`src/rtl/rsa_key_setup.sv`:
```
// rsa_key_setup: turns a prime pair (P, Q) and public exponent E into the
// RSA modulus N = P*Q and totient PHI = (P-1)*(Q-1), and validates the key.
// Both products share one LSB-first shift-add multiplier (one bit per cycle).
// Optional feature macro: RSA_KEY_SETUP_GCD_EN adds the binary-GCD coprimality
// check (err=3); without it the latency is fixed at 2*H+2 cycles.
module rsa_key_setup #(
  parameter int unsigned WORD_WIDTH = 32
) (
  input  logic                      clk,
  input  logic                      rst,
  input  logic                      start,
  input  logic [WORD_WIDTH/2-1:0]   P,
  input  logic [WORD_WIDTH/2-1:0]   Q,
  input  logic [WORD_WIDTH-1:0]     E,
  output logic                      busy,
  output logic                      done,
  output logic [WORD_WIDTH-1:0]     N,
  output logic [WORD_WIDTH-1:0]     PHI,
  output logic                      key_valid,
  output logic [1:0]                err
);

  localparam int unsigned W  = WORD_WIDTH;
  localparam int unsigned H  = WORD_WIDTH / 2;
  localparam int unsigned CW = $clog2(H + 1);
`ifdef RSA_KEY_SETUP_GCD_EN
  localparam int unsigned GW = $clog2(2 * W + 1);
`endif

  typedef enum logic [2:0] {
    IDLE, LOAD, MUL_N, MUL_PHI, GCD, FINISH
  } state_t;

  state_t          state;
  logic [H-1:0]    p_r;
  logic [H-1:0]    q_r;
  logic [W-1:0]    e_r;
  logic [W-1:0]    acc;
  logic [W-1:0]    mcand;
  logic [H-1:0]    mplier;
  logic [CW-1:0]   cnt;
  logic [W-1:0]    n_tmp;
`ifdef RSA_KEY_SETUP_GCD_EN
  logic [W-1:0]    phi_tmp;
  logic [W-1:0]    gcd_a;
  logic [W-1:0]    gcd_b;
  logic [GW-1:0]   gcnt;
`endif

  logic [W-1:0]    acc_next;
  logic            mul_last;
  logic            e_bad;

  // Shift-add step: accumulator value after consuming the current multiplier bit.
  always_comb begin
    acc_next = acc + (mplier[0] ? mcand : '0);
    mul_last = (cnt == CW'(H - 1));
    e_bad    = (e_r <= W'(1)) || (e_r >= acc_next);
  end

  // Key-setup sequencer: operand capture, two multiplies, checks, GCD, result update.
  always_ff @(posedge clk) begin
    if (rst) begin
      state     <= IDLE;
      busy      <= 1'b0;
      done      <= 1'b0;
      N         <= '0;
      PHI       <= '0;
      key_valid <= 1'b0;
      err       <= 2'd0;
      p_r       <= '0;
      q_r       <= '0;
      e_r       <= '0;
      acc       <= '0;
      mcand     <= '0;
      mplier    <= '0;
      cnt       <= '0;
      n_tmp     <= '0;
`ifdef RSA_KEY_SETUP_GCD_EN
      phi_tmp   <= '0;
      gcd_a     <= '0;
      gcd_b     <= '0;
      gcnt      <= '0;
`endif
    end else begin
      done <= 1'b0;
      case (state)
        IDLE: begin
          if (start) begin
            p_r   <= P;
            q_r   <= Q;
            e_r   <= E;
            busy  <= 1'b1;
            state <= LOAD;
          end
        end

        LOAD: begin
          acc    <= '0;
          mcand  <= W'(p_r);
          mplier <= q_r;
          cnt    <= '0;
          state  <= MUL_N;
        end

        MUL_N: begin
          if (mul_last) begin
            n_tmp  <= acc_next;
            acc    <= '0;
            mcand  <= W'(p_r - H'(1));
            mplier <= q_r - H'(1);
            cnt    <= '0;
            state  <= MUL_PHI;
          end else begin
            acc    <= acc_next;
            mcand  <= mcand << 1;
            mplier <= mplier >> 1;
            cnt    <= cnt + CW'(1);
          end
        end

        MUL_PHI: begin
          if (mul_last) begin
`ifdef RSA_KEY_SETUP_GCD_EN
            phi_tmp <= acc_next;
`endif
            if (p_r == q_r) begin
              N         <= n_tmp;
              PHI       <= acc_next;
              err       <= 2'd1;
              key_valid <= 1'b0;
              done      <= 1'b1;
              state     <= FINISH;
            end else if (e_bad) begin
              N         <= n_tmp;
              PHI       <= acc_next;
              err       <= 2'd2;
              key_valid <= 1'b0;
              done      <= 1'b1;
              state     <= FINISH;
            end else begin
`ifdef RSA_KEY_SETUP_GCD_EN
              gcd_a <= e_r;
              gcd_b <= acc_next;
              gcnt  <= '0;
              state <= GCD;
`else
              N         <= n_tmp;
              PHI       <= acc_next;
              err       <= 2'd0;
              key_valid <= 1'b1;
              done      <= 1'b1;
              state     <= FINISH;
`endif
            end
          end else begin
            acc    <= acc_next;
            mcand  <= mcand << 1;
            mplier <= mplier >> 1;
            cnt    <= cnt + CW'(1);
          end
        end

`ifdef RSA_KEY_SETUP_GCD_EN
        GCD: begin
          gcnt <= gcnt + GW'(1);
          if (gcd_a == '0 || gcd_b == '0) begin
            // One operand reached zero: the other one is the gcd.
            N         <= n_tmp;
            PHI       <= phi_tmp;
            err       <= ((gcd_a | gcd_b) == W'(1)) ? 2'd0 : 2'd3;
            key_valid <= ((gcd_a | gcd_b) == W'(1));
            done      <= 1'b1;
            state     <= FINISH;
          end else if ((!gcd_a[0] && !gcd_b[0]) || gcnt == GW'(2 * W - 1)) begin
            // Common factor of two, or iteration budget exhausted.
            N         <= n_tmp;
            PHI       <= phi_tmp;
            err       <= 2'd3;
            key_valid <= 1'b0;
            done      <= 1'b1;
            state     <= FINISH;
          end else if (!gcd_a[0]) begin
            gcd_a <= gcd_a >> 1;
          end else if (!gcd_b[0]) begin
            gcd_b <= gcd_b >> 1;
          end else if (gcd_a > gcd_b) begin
            gcd_a <= gcd_a - gcd_b;
          end else begin
            gcd_b <= gcd_b - gcd_a;
          end
        end
`endif

        FINISH: begin
          busy  <= 1'b0;
          state <= IDLE;
        end

        default: begin
          busy  <= 1'b0;
          state <= IDLE;
        end
      endcase
    end
  end

endmodule
```
`config.mk`:
```
export PLATFORM = sky130hd
export DESIGN_NAME = rsa_key_setup
export DESIGN_NICKNAME = d
export VERILOG_FILES = /design/src/rtl/rsa_key_setup.sv
export SDC_FILE = /design/constraint.sdc
export NUM_CORES = 1
export LEC_CHECK = 0
export ABC_AREA = 0
export CORE_MARGIN = 4
export CORE_UTILIZATION = 50
export CTS_BUF_LIST = sky130_fd_sc_hd__clkbuf_4
export DETAILED_ROUTE_END_ITERATION = 10
export GPL_ROUTABILITY_DRIVEN = 0
export PLACE_DENSITY_LB_ADDON = 0.12
export SLEW_MARGIN = 20
export SYNTH_ARGS = -nofsm -noshare
export SYNTH_HDL_FRONTEND = slang
export SYNTH_SLANG_ARGS = --single-unit
```
`constraint.sdc`:
```
create_clock -name clk -period 4.7 [get_ports clk]
set_input_delay 0.705 -clock clk [delete_from_list [all_inputs] [get_ports clk]]
set_output_delay 0.705 -clock clk [all_outputs]
set_load 0.1 [all_outputs]
```
**After elaboration in Yosys (flattened, before gate mapping)**

Index checks and enable logic that the tools add are counted.

- Register bits after elaboration: 253
- Bits in latches: 0
- Memory bits (writable): 0
- Memory bits (read-only): 0
- Input bits: 67
- Output and inout bits: 69
- Word-level logic and storage cells: 67
- Memories kept: 0

- $add $sub $neg: 4
- Multiply operators: 0
- Div/mod/pow operators: 0
- $lt $le $gt $ge: 2
- Equal/unequal tests: 9
- Shifts and indexed selects: 0
- Muxes and demuxes: 24
- Bitwise gates (word level): 2
- Reduce and logical (&&, ||, !) cells: 11

Operator list:

| operator | count |
|---|---|
| $pmux W32 S3 | 2 |
| $mux W32 | 5 |
| $pmux W16 S3 | 1 |
| $add A32 B32 Y32 | 1 |
| $ge A32 B32 Y1 | 1 |
| $le A32 B1 Y1 const B | 1 |
| $mux W16 | 2 |
| $sub A16 B1 Y17 const B | 1 |
| $eq A16 B16 Y1 | 1 |
| $sub A16 B1 Y16 const B | 1 |
| $pmux W5 S3 | 1 |
| $pmux W3 S4 | 1 |
| $mux W5 | 2 |
| $reduce_and A2 Y1 | 5 |
| $mux W3 | 3 |
| $ne A2 B2 Y1 const B | 4 |
| $eq A3 B2 Y1 const B | 2 |
| $add A5 B1 Y5 const B | 1 |
| $eq A5 B4 Y1 const B | 1 |
| $mux W1 | 4 |
| $mux W2 | 2 |
| $eq A3 B1 Y1 const B | 1 |
| $logic_not A3 Y1 | 1 |
| $reduce_and A3 Y1 | 1 |
| other kinds (6) | 7 |

**Depth between registers and ports, before layout**

- Depth after elaboration: 6
- Gate-level depth with buffers: 22
- Mapped depth without buffers: 21

**Worst setup path after synthesis**

Ideal clock, no wire load.

- Kind: reg-to-reg
- From: register mplier[0]
- To: register err[1]
- Library setup time: 0.128 ns
- Arrival: 4.321 ns
- Data required time: 4.572 ns
- Path slack: 0.251 ns
- Stages on the path, launching flop included: 20
- Buffers on the path: 1
- Path through: dfxtp_1 > clkbuf_1 > and2_1 > fa_1 > a21o_1 > a2111oi_4 > nor2_2 > o211a_1 > a311o_1 > a2111o_1 > o311ai_2 > inv_1 > ha_1 > a21o_1 > a21o_1 > a21oi_1 > nand3b_1 > a2111o_1 > a32oi_1 > nor2_1

- Word-level cells in the longest chain between the ends: 6

Ends and longest elaborated chain:

| element | RTL line | text |
|---|---|---|
| start, declared | 40 | `logic [H-1:0] mplier;` |
| start signal, assigned | 101 | `mplier <= q_r;` |
| start signal, assigned | 111 | `mplier <= q_r - H'(1);` |
| start signal, assigned | 117 | `mplier <= mplier >> 1;` |
| $mux W32 | 56 | `acc_next = acc + (mplier[0] ? mcand : '0);` |
| $add A32 B32 Y32 | 56 |  |
| $ge A32 B32 Y1 | 58 | `e_bad = (e_r <= W'(1)) \|\| (e_r >= acc_next);` |
| $logic_or A1 B1 Y1 | 58 |  |
| $mux W2 | 134 | `end else if (e_bad) begin` |
| $mux W2 | 127 | `if (p_r == q_r) begin` |
| end signal, assigned | 70 | `err <= 2'd0;` |
| end signal, assigned | 130 | `err <= 2'd1;` |
| end signal, assigned | 137 | `err <= 2'd2;` |
| end, declared | 20 | `output logic [1:0] err` |

No other way between the ends.
A chain may end at the register's enable or synchronous reset.

**Final worst setup path**

- From: register mcand[0]
- To: register err[1]

- Word-level cells in the longest chain between the ends: 6

Ends and longest elaborated chain:

| element | RTL line | text |
|---|---|---|
| start, declared | 39 | `logic [W-1:0] mcand;` |
| start signal, assigned | 100 | `mcand <= W'(p_r);` |
| start signal, assigned | 110 | `mcand <= W'(p_r - H'(1));` |
| start signal, assigned | 116 | `mcand <= mcand << 1;` |
| $mux W32 | 56 |  |
| $add A32 B32 Y32 | 56 |  |
| $ge A32 B32 Y1 | 58 |  |
| $logic_or A1 B1 Y1 | 58 |  |
| $mux W2 | 134 |  |
| $mux W2 | 127 |  |

No other way between the ends.

==> summary.md <==
| Metric | Value |
|---|---|
| Outcome | `completed` |
| CTS Buffer Depth | `3` |
| Hold Startpoint | `rst` |
| Synth Instances | `1637` |
| Drt pass-1 iters | `5` |
| CP most frequent cell | `a21o_1` |
| Combinational power share | `0.112` |
| Drt wl/cell | `15.9 um` |
| First-pass GRT wire length | `56200 um` |
| Top Usage Layer GRT | `met2` |
| GRT Overall Usage | `0.239` |
| Ys flop type | `dfxtp_1` |
| Num CTS Buffers | `67` |
| Most common cell after layout, fill and taps aside | `nand2_1` |
| Least-Margin Pin Slew | `roughly 1.1 ns` |
| EDFF count, synth | `0` |
| DRC Markers | `0` |
| Worst stage delay on the critical path | `about 0.4 ns` |
| Critical Path RT | `5.20 ns` |
| Synth area leader | `dfxtp_1` |
| Root buffer cell | `clkbuf_4` |
| Worst hold path type | `primary input to flop` |
| Most frequent cells in the layout | `nand2_1 (356), dfxtp_1 (253), a21oi_1 (246)` |
| Final Net Count | `between 1500 and 2000` |
| RSZ-0062 raised after global routing | `false` |
| Sw Share | `0.268` |
| Layout cells sized above 1 | `0.0960` |
| # H-tree levels | `3` |
| Post-Layout Cell Count | `2147` |
| Sw Pwr | `1.27 mW` |
| Crit-path cells | `and2_1 -> ha_1 -> fa_2 -> a21o_1 -> a2111oi_4 -> nor2_2 -> o211a_4 -> a311o_1 -> a2111o_1 -> o311ai_2 -> inv_1 -> ha_1 -> a21o_1 -> a21o_1 -> a21oi_1 -> nand3b_1 -> a2111o_1 -> a32oi_1 -> nor2_1` |
| Max-cap check violation count | `0` |
| Worst slew margin | `0.259` |
| Peak supply drop | `0.226 mV` |
| Syn Area/Cell | `between 7 and 8 um2` |
| Final WL | `34200 um` |
| Antenna-violating nets left | `0` |
| Core area | `0.0246 mm2` |
| Sequential share of the synthesized area | `0.400` |
| Core Util, Final | `0.619` |
| Cell depth of the worst min-delay path | `2` |
| First-iteration detailed-routing DRC count | `between 700 and 800` |
| Worst setup SP type | `flop` |
| CP Max Fanout | `4` |
| Die X | `167 um` |
| Worst skew pair latency | `0.66 ns` |
| Net Count, Synth | `1772` |
| Final period util | `0.949` |
| Met2 Usage GRT | `0.394` |
| Flop pwr share | `0.483` |
| Internal | `3.47 mW` |
| Worst setup path start | `mcand[0]$_SDFFE_PP0P_` |
| Crit. End Element | `flop` |
| FMAX | `224 MHz` |
| Final-report max-slew violation count | `0` |
| Number of global-route vias before repair | `11400` |
| Post-place setup slack | `-0.0310 ns` |
| Via count | `11900` |
| Gr ovfl total | `0` |
| Setup violations, final | `0` |
| Hold_ws | `a little over 0.4 ns` |
| Mapped Area | `0.0127 mm2` |
| R2R depth | `19` |
| Layout area overhead | `20.1%` |
| Initial antenna violation count | `1` |
| Synth top area share | `0.400` |
| Synthesis-stage register bit count | `253` |
| Clock power frac | `0.406` |
| Placed insts | `2031` |
| Hold Violations, Final | `0` |
| Vias per cell | `5.52` |
| Met3 usage | `0.0436` |
| Asr flop ratio synth | `0` |
| Post-DP HPWL | `24200 um` |
| Crit Path Class | `flop to flop` |
| Largest net degree at the start of global routing | `101` |
| TritonCTS clock tree | `built` |
| PwrDens | `roughly 310 mW/mm2` |
| Die area | `0.0280 mm2` |
| Clk slew on worst S/H paths | `0.07 ns` |
| Worst reg2reg path startpoint | `mcand[0]$_SDFFE_PP0P_` |
| Ranking of synthesized cells by area | `dfxtp_1 (40%), nand2_1 (11%), a21oi_1 (9.8%), ha_1 (6.6%), nor2_1 (3.8%)` |
| I/O pin count | `136` |
| Chip Height | `roughly 170 um` |
| # rows | `57` |
| Post-route minimum period | `4.46 ns` |
| Synth Warn # | `0` |
| Fillers | `~2300` |
| Clock Skew | `0.0475 ns` |
| Clk sink count | `253` |
| Distinct cells, synth | `67` |
| Lkg Pwr | `between 5 and 6 nW` |
| Starting Density | `0.515` |
| Critical path's slowest cell | `a2111o_1` |
| Crit path DAT | `4.96 ns` |
| Met1 Resource Use GR | `0.310` |
| Final WS setup | `about 0.24 ns` |
| # port buffers | `135` |
| Total chip power | `4.73 mW` |
[final timing paths]
path	to	slack, ns
worst max-delay path	err[1]$_SDFFE_PP0P_	0.24
worst min-delay path	acc[24]$_SDFFE_PP0P_	0.41
worst min register to register	N[31]$_SDFFE_PP0P_	0.43
worst max register to register	err[1]$_SDFFE_PP0P_	0.24
[final cells by class]
cell class,instances,area [um2],share of cell area
Multi-Input combinational cell,1230,7010,0.461
Antenna cell,1,2.50,0.000164
Timing Repair Buffer,184,1740,0.114
Sequential cell,253,5060,0.333
Inverter,43,161,0.0106
Clock buffer,96,721,0.0473
Clock inverter,16,115,0.00756
Tap cell,324,405,0.0266
[metrics by stage]
stage / area [um2] / TNS (ns)
finish: 15200 / 0
global route: 15200 / 0
CTS: 15200 / 0
detailed placement: 14300 / -0.0391
global placement: 14300 / 0
floorplan: 12700 / 0
[power groups by stage]
stage | combinational (mW) | sequential, mW | clock, mW
after floorplan | 0.377 | 2.30 | 0
after global placement | 0.516 | 2.33 | 0
after detailed placement | 0.525 | 2.33 | 0
after CTS | 0.528 | 2.28 | 1.98
after global routing | 0.592 | 2.29 | 2.10
final | 0.529 | 2.28 | 1.92
[flip-flops by register name, indices dropped and copies added, names as in the netlist, 16 cells and up]
register / cells
N: 32
PHI: 32
acc: 32
e_r: 32
mcand: 32
n_tmp: 32
mplier: 16
p_r: 16
q_r: 16
[synth_stat cells, types with 5 or more instances]
cell type  instances
nand3_1           23
a211oi_1          32
nand2_1          357
nand3b_1           6
a22oi_1           25
o21a_1            10
a21oi_1          247
and3_1             6
ha_1              67
clkbuf_1          91
nor2_1           129
o21ai_0           37
a31oi_1           12
nor3_1            28
nand4_1           13
xor2_1            18
dfxtp_1          253
buf_1              7
and2_1            38
xnor2_1           45
inv_1             42
or3_1              5
a21o_1            19
nand2b_1           7
nor2b_1            8
nor4_1            14
o211ai_1          22
[layer usage]
metal / part of all wire / vias up
li1: - / 5968
met1: 0.45 / 5433
met2: 0.45 / 371
met3: 0.062 / 85
met4: 0.036 / 0
met5: 0 / -
[logic make-up after synthesis]
| family | after synthesis | share of synthesized area |
|---|---|---|
| flops | 253 | 0.400 |
| mux | 2 | 0.00158 |
| xor+xnor | 63 | 0.0435 |
| buf+inv | 154 | 0.0515 |
| compound gates | 448 | 0.214 |
| fa+ha+maj | 68 | 0.0677 |
| simple gates | 649 | 0.222 |
[repair_timing]
| action | CTS | global route |
|---|---|---|
| buffers inserted | 0 | 3 |
| resized for setup | 0 | 9 |
| pin swaps | 1 | 8 |
| hold endpoints to repair | 0 | 0 |
| hold buffers | 0 | 0 |
| setup endpoints to repair | 2 | 2 |
[worst max-delay path, delay by kind of cell (launching register included)]
family | cells | cell delay, ns
compound gates | 11 | 2.74
fa+ha+maj | 3 | 0.76
buf+inv | 1 | 0.08
flops | 1 | 0.32
simple gates | 4 | 0.44
(Power assumes the default switching activity.)
